**config.mk**
```make
export PLATFORM = sky130hd
export DESIGN_NAME = uart_rx_param
export DESIGN_NICKNAME = d
export VERILOG_FILES = /design/src/rtl/uart_pkg.sv /design/src/rtl/uart_sync2.sv /design/src/rtl/uart_rx_param.sv
export SDC_FILE = /design/constraint.sdc
export NUM_CORES = 1
export LEC_CHECK = 0
export ABC_AREA = 1
export ABC_CLOCK_PERIOD_IN_PS = 4200
export CAP_MARGIN = 15
export CORE_ASPECT_RATIO = 0.6
export CORE_MARGIN = 5
export CORE_UTILIZATION = 55
export DETAILED_ROUTE_END_ITERATION = 7
export MAX_ROUTING_LAYER = met4
export PLACE_DENSITY = 0.77
export SYNTH_ARGS = -nofsm -noshare
export SYNTH_HDL_FRONTEND = slang
export SYNTH_HIERARCHICAL = 1
export SYNTH_SLANG_ARGS = --single-unit
```
**constraint.sdc**
```tcl
create_clock -name clk -period 4.2 [get_ports clk]
set_clock_uncertainty 0.1 [all_clocks]
set_input_delay 0.42 -clock clk [delete_from_list [all_inputs] [get_ports clk]]
set_output_delay 0.42 -clock clk [all_outputs]
set_load 0.1 [all_outputs]
```
**src/rtl/uart_pkg.sv**
```systemverilog
// Shared UART definitions: receiver FSM encoding, parity mode codes, default
// oversampling ratio (also used by the tick generator and transmitter), and a
// 2-of-3 majority helper.
package uart_pkg;

    typedef enum logic [2:0] {
        ST_IDLE   = 3'd0,
        ST_START  = 3'd1,
        ST_DATA   = 3'd2,
        ST_PARITY = 3'd3,
        ST_STOP   = 3'd4
    } rx_state_t;

    localparam int unsigned PAR_NONE = 0;
    localparam int unsigned PAR_EVEN = 1;
    localparam int unsigned PAR_ODD  = 2;

    localparam int unsigned DEFAULT_OSR = 16;

    function automatic logic maj3(input logic a, input logic b, input logic c);
        return (a & b) | (a & c) | (b & c);
    endfunction

endpackage

```
**src/rtl/uart_sync2.sv**
```systemverilog
// Two-flop synchroniser for an asynchronous level, reset value 1 (idle line).
// Ports: clk, reset (sync active-low), d (async in), q (synchronised out).
module uart_sync2 (
    input  logic clk,
    input  logic reset,
    input  logic d,
    output logic q
);

    logic meta;

    always_ff @(posedge clk) begin
        if (!reset) begin
            meta <= 1'b1;
            q    <= 1'b1;
        end else begin
            meta <= d;
            q    <= meta;
        end
    end

endmodule

```
**src/rtl/uart_rx_param.sv**
```systemverilog
// Parametrised UART receiver (DATA_BITS, PARITY, STOP_BITS, OSR) with
// false-start rejection, valid/ready output, parity/framing flags and an
// overrun pulse. Optional macro UART_RX_MAJORITY_EN enables 2-of-3 majority
// sampling around each decision point.
// Ports: clk, reset (sync active-low), tick (OSR x baud strobe), rx (async
// serial in), data_out/valid/ready (word handshake), parity_err, frame_err,
// overrun (one-clk pulse when a completed frame is dropped).
module uart_rx_param
    import uart_pkg::*;
#(
    parameter int unsigned DATA_BITS = 8,
    parameter int unsigned PARITY    = PAR_NONE,
    parameter int unsigned STOP_BITS = 1,
    parameter int unsigned OSR       = DEFAULT_OSR
) (
    input  logic                 clk,
    input  logic                 reset,
    input  logic                 tick,
    input  logic                 rx,
    output logic [DATA_BITS-1:0] data_out,
    output logic                 valid,
    input  logic                 ready,
    output logic                 parity_err,
    output logic                 frame_err,
    output logic                 overrun
);

    localparam int unsigned CW = $clog2(OSR);
    localparam int unsigned BW = $clog2(DATA_BITS + 1);

    logic                 rx_s;
    rx_state_t            state, state_nxt;
    logic [CW-1:0]        cnt, cnt_nxt;
    logic [BW-1:0]        bit_cnt, bit_cnt_nxt;
    logic [DATA_BITS-1:0] shreg, shreg_nxt;
    logic                 perr, perr_nxt;
    logic                 ferr, ferr_nxt;
    logic                 armed, armed_nxt;
    logic                 push, push_nxt;
    logic [CW-1:0]        dec_c;
    logic                 decide_c;
    logic                 sample_c;

    logic [DATA_BITS-1:0] data_nxt;
    logic                 valid_nxt, perr_o_nxt, ferr_o_nxt, overrun_nxt;

    uart_sync2 u_sync (
        .clk   (clk),
        .reset (reset),
        .d     (rx),
        .q     (rx_s)
    );

`ifdef UART_RX_MAJORITY_EN
    // Decision is one tick later than the single-sample build; majority of
    // the two preceding ticks and the decision tick.
    localparam int unsigned START_DEC = OSR / 2;

    logic hist_a, hist_b;

    always_ff @(posedge clk) begin
        if (!reset) begin
            hist_a <= 1'b1;
            hist_b <= 1'b1;
        end else if (tick) begin
            if (cnt == dec_c - CW'(2)) hist_a <= rx_s;
            if (cnt == dec_c - CW'(1)) hist_b <= rx_s;
        end
    end

    assign sample_c = maj3(hist_a, hist_b, rx_s);
`else
    localparam int unsigned START_DEC = OSR / 2 - 1;

    assign sample_c = rx_s;
`endif

    // Decision tick: mid-bit for the start confirm, end of period otherwise.
    assign dec_c    = (state == ST_START) ? CW'(START_DEC) : CW'(OSR - 1);
    assign decide_c = tick && (cnt == dec_c);

    // State register
    always_ff @(posedge clk) begin
        if (!reset) begin
            state   <= ST_IDLE;
            cnt     <= '0;
            bit_cnt <= '0;
            shreg   <= '0;
            perr    <= 1'b0;
            ferr    <= 1'b0;
            armed   <= 1'b1;
            push    <= 1'b0;
        end else begin
            state   <= state_nxt;
            cnt     <= cnt_nxt;
            bit_cnt <= bit_cnt_nxt;
            shreg   <= shreg_nxt;
            perr    <= perr_nxt;
            ferr    <= ferr_nxt;
            armed   <= armed_nxt;
            push    <= push_nxt;
        end
    end

    // Next-state and frame datapath
    always_comb begin
        state_nxt   = state;
        cnt_nxt     = cnt;
        bit_cnt_nxt = bit_cnt;
        shreg_nxt   = shreg;
        perr_nxt    = perr;
        ferr_nxt    = ferr;
        armed_nxt   = armed;
        push_nxt    = 1'b0;
        if (tick) begin
            case (state)
                ST_IDLE: begin
                    cnt_nxt = '0;
                    // After a break, the line must be seen high before re-arming.
                    if (rx_s) armed_nxt = 1'b1;
                    if (!rx_s && armed) begin
                        state_nxt = ST_START;
                        perr_nxt  = 1'b0;
                        ferr_nxt  = 1'b0;
                    end
                end
                ST_START: begin
                    cnt_nxt = cnt + CW'(1);
                    if (decide_c) begin
                        cnt_nxt     = '0;
                        bit_cnt_nxt = '0;
                        state_nxt   = sample_c ? ST_IDLE : ST_DATA;
                    end
                end
                ST_DATA: begin
                    cnt_nxt = cnt + CW'(1);
                    if (decide_c) begin
                        cnt_nxt     = '0;
                        shreg_nxt   = {sample_c, shreg[DATA_BITS-1:1]};
                        bit_cnt_nxt = bit_cnt + BW'(1);
                        if (bit_cnt == BW'(DATA_BITS - 1)) begin
                            bit_cnt_nxt = '0;
                            state_nxt   = (PARITY != PAR_NONE) ? ST_PARITY : ST_STOP;
                        end
                    end
                end
                ST_PARITY: begin
                    cnt_nxt = cnt + CW'(1);
                    if (decide_c) begin
                        cnt_nxt   = '0;
                        perr_nxt  = ((^shreg) ^ sample_c) != (PARITY == PAR_ODD);
                        state_nxt = ST_STOP;
                    end
                end
                ST_STOP: begin
                    cnt_nxt = cnt + CW'(1);
                    if (decide_c) begin
                        cnt_nxt     = '0;
                        bit_cnt_nxt = bit_cnt + BW'(1);
                        if (!sample_c) ferr_nxt = 1'b1;
                        if (bit_cnt == BW'(STOP_BITS - 1)) begin
                            bit_cnt_nxt = '0;
                            state_nxt   = ST_IDLE;
                            push_nxt    = 1'b1;
                            if (ferr || !sample_c) armed_nxt = 1'b0;
                        end
                    end
                end
                default: begin
                    state_nxt = ST_IDLE;
                    cnt_nxt   = '0;
                end
            endcase
        end
    end

    // Output next values: push on the clk after the last stop sample
    always_comb begin
        data_nxt    = data_out;
        perr_o_nxt  = parity_err;
        ferr_o_nxt  = frame_err;
        valid_nxt   = valid;
        overrun_nxt = 1'b0;
        if (valid && ready) valid_nxt = 1'b0;
        if (push) begin
            if (!valid || ready) begin
                data_nxt   = shreg;
                perr_o_nxt = perr;
                ferr_o_nxt = ferr;
                valid_nxt  = 1'b1;
            end else begin
                overrun_nxt = 1'b1;
            end
        end
    end

    // Output registers
    always_ff @(posedge clk) begin
        if (!reset) begin
            data_out   <= '0;
            valid      <= 1'b0;
            parity_err <= 1'b0;
            frame_err  <= 1'b0;
            overrun    <= 1'b0;
        end else begin
            data_out   <= data_nxt;
            valid      <= valid_nxt;
            parity_err <= perr_o_nxt;
            frame_err  <= ferr_o_nxt;
            overrun    <= overrun_nxt;
        end
    end

endmodule

```
Yosys cells after proc, flatten, opt, wreduce, memory -nomap -nowiden
Index checks and enable logic that the tools add are counted.
{"block": "classes", "n_addsub": 2, "n_eq_ne": 16, "muxes": 34, "bitwise": 1, "reduce_logical": 23}
{"cell": "two-way mux 4 bit", "count": 8}
{"cell": "two-way mux 3 bit", "count": 7}
{"cell": "!= test 2 bit, second input constant", "count": 9}
{"cell": "case mux 3 bit (5 select lines)", "count": 1}
{"cell": "two-way mux 1 bit", "count": 13}
{"cell": "case mux 4 bit (3 select lines)", "count": 1}
{"cell": "AND reduction 5 bit", "count": 2}
{"cell": "adder 4 x 1 -> 4 bit, second input constant", "count": 2}
{"cell": "AND reduction 4 bit", "count": 2}
{"cell": "AND reduction 8 bit", "count": 1}
{"cell": "parity 8 bit", "count": 1}
{"cell": "equality test 3 x 2 -> 1 bit, second input constant", "count": 2}
{"cell": "case mux 1 bit (2 select lines)", "count": 3}
{"cell": "AND reduction 6 bit", "count": 1}
{"cell": "equality test 4 x 3 -> 1 bit, second input constant", "count": 1}
{"cell": "equality test 4 bit", "count": 1}
{"cell": "zero test 4 bit", "count": 1}
{"cell": "AND reduction 2 bit", "count": 2}
{"cell": "nonzero test 2 bit", "count": 2}
{"cell": "OR reduction 4 bit", "count": 1}
{"cell": "equality test 3 x 1 -> 1 bit, second input constant", "count": 1}
{"cell": "equality test 3 bit, second input constant", "count": 1}
{"cell": "logical AND 1 bit", "count": 3}
{"cell": "zero test 3 bit", "count": 1}
{"cell": "7 further kinds", "count": 9}
{"block": "totals", "regBits": 37, "in_bits": 5, "out_inout_bits": 12, "word_cells": 91}

Depth between registers and ports, before layout
Gate-level depths: netlist (run 1).
{"block": "logic_depth", "word_depth": 6, "depth_mapped": 10, "mapped_depth_nobuf": 10}

Cells and area by module
Netlist (run 1), hierarchy kept.
{"mod": "uart_rx_param", "n_inst": 1, "cells_per_inst": 238, "area_each_um2": 1691.6, "seq_area_each_um2": 700.7}
{"mod": "uart_sync2", "n_inst": 1, "cells_per_inst": 6, "area_each_um2": 55.1, "seq_area_each_um2": 40.0}

Worst setup path after synthesis (run 1)
OpenSTA, ideal clock, no wires.
{"block": "synth_path", "path_kind": "register to register", "start": "reg valid", "end": "reg parity_err", "setup_ns": 0.118, "arrival_time_ns": 1.656, "t_required_ns": 3.982, "slack_ns": 2.326, "path_stages_with_launch": 7, "path_buffers": 1, "synth_period_minus_slack_ns": 1.874, "cell_sequence": "dfxtp_1 inv_1 nor2_1 nor2_1 buf_2 o21ai_0 nor2_1"}
{"block": "synth_between", "elab_chain_len": 3}
{"element": "from (decl)", "line_no": "uart_rx_param.sv:21", "source": "output logic valid,"}
{"element": "from (signal assigned)", "line_no": "uart_rx_param.sv:207", "source": "valid <= valid_nxt;"}
{"element": "zero test 1 bit", "line_no": "uart_rx_param.sv:186", "source": "if (!valid || ready) begin"}
{"element": "logical OR 1 bit", "line_no": "uart_rx_param.sv:186"}
{"element": "AND reduction 2 bit (no source line)"}
{"element": "to (signal assigned)", "line_no": "uart_rx_param.sv:208", "source": "parity_err <= perr_o_nxt;"}
{"element": "to (decl)", "line_no": "uart_rx_param.sv:23", "source": "output logic parity_err,"}
Every way passes these cells.
A chain may end at the register's enable or synchronous reset.

Worst setup path after layout (run 1)
{"block": "layout_path", "start": "reg data_out[7]", "end": "out data_out[7]"}
{"element": "from (decl)", "line_no": "uart_rx_param.sv:20", "source": "output logic [DATA_BITS-1:0] data_out,"}
{"element": "from (signal assigned)", "line_no": "uart_rx_param.sv:206", "source": "data_out <= data_nxt;"}
No word-level cell between the ends.

==> run_results.csv, run 1 <==
group,metric,value,unit
setup_path,cp_slowest_cell,"clkdlybuf4s50_1",
drt,dr.pass1.iters,4,
setup_path,required,3.68,ns
drt,post_drt_wl_per_cell,11.77,microns
setup_path,r2r_setup_slack,2.39,ns
setup_path,crit_fanout,2,
sta,relSlewSlack,34.78,%
clock_tree,cts-htree-levels,2,
place,pre_cts_ws,1.920,ns
run,drv_cap,0,
floorplan,core,2965,sq um
synth,yosysWarnings,6,
clock_tree,cts-buffers-inserted,5,
global_route,track_usage,19.61,%
sta,slew_viol_final,0,
sta,grt_setup_unrepaired,"no",
clock_tree,cts.clk_slew.worst_paths,0.07,ns
layout,final_core_util,67.68,%
synth,synthesis.area,1747,sq um
place,dp_hpwl,2.598,mm
sta,max_freq,0.4384,GHz
clock_tree,tritoncts,"done",
setup_path,cp.arrival,1.76,ns
sta,timing.hold.ws,0.3169,ns
global_route,grt_pass1_vias,1354,
setup_path,cp-end-kind,"output port",
global_route,grt_pass1_wl,6.285,mm
sta,finalHoldViolations,0,
sta,finalSetupViolations,0,
synth,syn_nets,252,
floorplan,initial_core_util,58.90,%
layout,layout-area-overhead-vs-synth,14.90,%
floorplan,die-area,4440,sq um
clock_tree,postCtsSetupBuffers,0,
synth,synth_cell_types,27,
drt,num_vias,1543,
global_route,grt_overflow,0,
outcome,outcome,"complete, no violations",
drt,initialDrtViolationCount,96,
place,dpl-instance-area,1924,sq um
setup_path,cp_top_family,"buffers and inverters",
sta,period_minus_slack,2.281,ns
layout,nets,270,
synth,avgSynthCellArea,7.159,sq um
synth,synth-seq-cells,37,
drt,routed.top_layer,"met4",
sta,fin_tns_setup,0,ns
setup_path,path_cells,"clkdlybuf4s50_1",
clock_tree,clock_latency,0.29,ns
layout,fillers,275,
setup_path,slowest_delay,1.14,ns
power_and_ir_drop,p_per_area,493.5,nW/um^2
global_route,antenna_found_initial,0,
synth,netlist_instances,244,
drt,wirelength,3.590,mm
synth,synth-seq-area-share,42.41,%
clock_tree,cts_resized,0,
place,portBuffers,16,
floorplan,fp.dieW,82.75,microns
floorplan,ios,17,
sta,tightest_slew,0.9746,ns
drt,wl_met3,242,microns
drt,via_per_inst,5.059,
floorplan,dieHeight,53.65,microns
clock_tree,clk_path_buf_depth,2,
clock_tree,hold_buffers,0,
global_route,grt_max_degree,30,
place,placed_cells,297,
floorplan,std_cell_rows,15,
setup_path,start_kind,"register",
layout,drive_gt1_share,7.224,%
layout,fin_area,2007,sq um
place,gp_congestion,0.8788,
min_path,hold_path.class,"reg -> reg",
clock_tree,clock_sinks,37,
drt,met1_length,2.030,mm
setup_path,path_class,"reg -> out",
clock_tree,cts.root.buffer_cell,"clkbuf_8",
sta,setup_ws,1.919,ns
drt,wl_met2,1.267,mm
layout,n_antenna_cell,0,
power_and_ir_drop,p_total,0.9903,mW
drt,drc,0,
drt,ant_nets,0,
layout,layout.cells.non_filler,305,
power_and_ir_drop,power.leakage,0.8908,nW
power_and_ir_drop,vdd_ir_drop_max,0.3150,mV
sta,min_period_over_period,54.31,%
setup_path,path_buf_inv,1,
-- cells in the final DEF (no fill, tap or decap), types with 2 or more instances in the layout --
cell type / instances
nor2_1: 22
dfxtp_1: 37
clkinv_2: 2
xor2_1: 3
nand3_1: 15
clkdlybuf4s50_1: 16
a21oi_1: 30
xnor2_1: 2
nand2_1: 46
nand4_1: 4
nor3_1: 5
clkbuf_8: 5
o21ai_0: 23
inv_1: 33
ha_1: 3
nand2_2: 4
inv_2: 2
-- synthesized netlist by cell type (all sizes together) --
cell | instances | share of area [%]
a211oi | 1 | 0.43
a21boi | 1 | 0.64
a21oi | 31 | 9.1
and3 | 1 | 0.36
buf | 4 | 2.0
clkbuf | 2 | 0.43
clkinv | 1 | 0.21
dfxtp | 37 | 42
ha | 3 | 2.1
inv | 35 | 7.5
nand2 | 50 | 11
nand3 | 16 | 5.3
nand4 | 5 | 2.1
nor2 | 23 | 5.1
nor3 | 5 | 1.4
nor4 | 1 | 0.36
o21ai | 23 | 6.6
xnor2 | 2 | 1.0
xor2 | 3 | 1.5
-- cell type report --
cell class	instances	area, sq um	area share [%]
clock buffer	6	72.57	3.616
tap	42	52.55	2.618
timing repair buffer	17	167.7	8.354
sequential	37	740.7	36.91
clock inverter	2	10.01	0.4988
inverter	36	135.1	6.733
multi-input combinational	165	828.3	41.27
-- power by group --
| part | total (mW) | switching, mW | leakage [nW] | internal, mW |
|---|---|---|---|---|
| sequential | 0.420 | 0.0367 | 0.299 | 0.383 |
| combinational | 0.333 | 0.222 | 0.547 | 0.112 |
| clock | 0.237 | 0.122 | 0.0450 | 0.115 |
-- final timing paths --
check / startpoint / to / cells after the start
worst max-delay path: data_out[7] / data_out[7] / 1
worst min-delay path: u_sync/meta / u_sync/q / 2
worst max register to register: cnt[0] / shreg[7] / 5
worst min register to register: u_sync/meta / u_sync/q / 2
-- per-layer routing --
layer / track usage [%] / up-vias
li1: - / 825
met1: 28.22 / 657
met2: 25.27 / 54
met3: 5.853 / 7
met4: 7.337 / 0
met5: - / -
-- flip-flops by register name, summed over array words and instances (netlist names) --
name and count:
overrun 1, bit_cnt 4, parity_err 1, state 3
u_sync/meta 1, data_out 8, shreg 8, armed 1
valid 1, frame_err 1, u_sync/q 1, ferr 1
perr 1, push 1, cnt 4
-- cells by family after synthesis --
| family | count (synthesis) | synth area share, % |
|---|---|---|
| AO/OA/AOI/OAI | 56 | 16.76 |
| adder cells (fa/ha/maj) | 3 | 2.149 |
| flip-flops | 37 | 42.41 |
| XOR/XNOR | 5 | 2.508 |
| buffers and inverters | 42 | 10.17 |
| AND/OR/NAND/NOR | 101 | 26.00 |
Note: power is estimated with default switching activity, not from simulation.
==> inputs of run 2 (changes only) <==
- ABC_CLOCK_PERIOD_IN_PS: 4200 -> 2100
- clock period: 4.2 -> 2.1 ns (I/O delays scaled with it)
==> run_results.csv, run 2 (same netlist as run 1, synthesis figures left out) <==
group,metric,value,unit
outcome,outcome,"complete, no violations",
drt,post_drt_wl_per_cell,12.10,microns
clock_tree,cts-htree-levels,2,
drt,dr.pass1.iters,4,
clock_tree,clk_path_buf_depth,2,
sta,finalSetupViolations,0,
run,drv_cap,0,
sta,grt_setup_unrepaired,"no",
sta,slew_viol_final,0,
layout,nets,271,
layout,most-common-layout-cells,"46 x nand2_1, 37 x dfxtp_1, 33 x inv_1, 30 x a21oi_1, 23 x o21ai_0",
setup_path,start_kind,"register",
setup_path,cp.arrival,1.97,ns
power_and_ir_drop,p_per_area,1058,nW/um^2
setup_path,required,2.17,ns
place,gp_congestion,0.9039,
global_route,grt_pass1_wl,6.320,mm
layout,layout.cells.non_filler,306,
sta,fin_tns_setup,0,ns
place,dp_hpwl,2.660,mm
floorplan,die-area,4440,sq um
setup_path,reg2regPathDepth,6,
floorplan,initial_core_util,58.90,%
clock_tree,cts.root.buffer_cell,"clkbuf_8",
global_route,antenna_found_initial,0,
layout,n_antenna_cell,0,
place,portBuffers,16,
layout,final_common_cell,"nand2_1",
power_and_ir_drop,power.leakage,0.9340,nW
drt,drc,0,
sta,period_minus_slack,1.904,ns
sta,min_period_over_period,90.65,%
floorplan,fp.dieW,82.75,microns
clock_tree,clock_sinks,37,
layout,layout-area-overhead-vs-synth,15.54,%
drt,wirelength,3.704,mm
sta,timing.hold.ws,0.3128,ns
global_route,grt_pass1_vias,1377,
drt,via_per_inst,5.196,
floorplan,ios,17,
clock_tree,postCtsSetupBuffers,0,
clock_tree,clock_latency,0.28,ns
layout,drive_gt1_share,12.12,%
setup_path,reg2reg_from,"state[2]",
power_and_ir_drop,vdd_ir_drop_max,0.9182,mV
global_route,grt_max_degree,29,
drt,initialDrtViolationCount,93,
floorplan,core,2965,sq um
min_path,min-delay-start,"u_sync/meta",
sta,relSlewSlack,28.23,%
clock_tree,cts.clk_slew.worst_paths,0.07,ns
setup_path,cp-end-kind,"register",
floorplan,std_cell_rows,15,
sta,tightest_slew,1.073,ns
min_path,min_path_cells,2,
setup_path,path_class,"reg -> reg",
clock_tree,tritoncts,"done",
sta,finalHoldViolations,0,
floorplan,dieHeight,53.65,microns
global_route,track_usage,19.53,%
min_path,hold_path.class,"reg -> reg",
global_route,grt_overflow,0,
layout,largest_registers,"data_out: 8 flops, shreg: 8 flops",
drt,ant_nets,0,
clock_tree,cts_resized,0,
setup_path,crit_fanout,16,
clock_tree,cts-buffers-inserted,5,
setup_path,crit_start,"state[2]",
place,placed_cells,298,
drt,num_vias,1590,
sta,max_freq,0.5253,GHz
clock_tree,hold_buffers,0,
==> run 2: final timing paths <==
check	slack, ns	to
worst min register to register	0.31	u_sync/q
worst max-delay path	0.20	shreg[1]
worst min-delay path	0.31	u_sync/q
worst max register to register	0.20	shreg[1]
==> run 2: layer usage <==
metal  vias up  share of wire [%]  global-route usage (%)
li1        826                  -                       -
met1       693                 52                   29.36
met2        67                 38                   25.00
met3         4                 10                   5.518
met4         0               0.43                   4.891
met5         -                  0                       -
==> run 2: layout make-up <==
class / count / area [sq um]
clock buffers: 7 / 86.33
clock inverters: 1 / 30.03
repair buffers: 18 / 145.1
inverters: 36 / 135.1
multi-input cells: 165 / 828.3
flip-flops and latches: 37 / 740.7
fillers: 260 / 947.2
well taps: 42 / 52.55
==> run 2: through the flow <==
stage          utilization (%)  setup WS (ns)  cell area (sq um)  total power, mW
6_report                 68.06         0.1963               2018            2.134
5_1_grt                  68.06        0.07217               2018            2.279
4_1_cts                  68.06         0.2435               2018            2.132
3_5_place_dp             64.13        0.07678               1902            1.499
3_3_place_gp             64.13         0.1685               1902            1.485
2_1_floorplan                -         0.2256               1747            1.370
==> run 2: power breakdown <==
group / total, mW / switching, mW / leakage, nW / internal [mW]
combinational: 0.662 / 0.438 / 0.576 / 0.224
clock: 0.623 / 0.236 / 0.0585 / 0.387
sequential: 0.849 / 0.0825 / 0.299 / 0.766
total: 2.13 / 0.757 / 0.934 / 1.38
==> run 2: critical path: stages (launching register included) <==
cell and delay (ns):
dfxtp_1 0.38, inv_2 0.14, nand2_1 0.10, nor2_1 0.29
nand4_2 0.39, o21ai_0 0.32, a21oi_1 0.07
==> inputs of run 3 (changes only) <==
- CAP_MARGIN: 15 -> not set
==> results of run 3 <==
Final layout, timing and power as in run 2 (identical DEF).
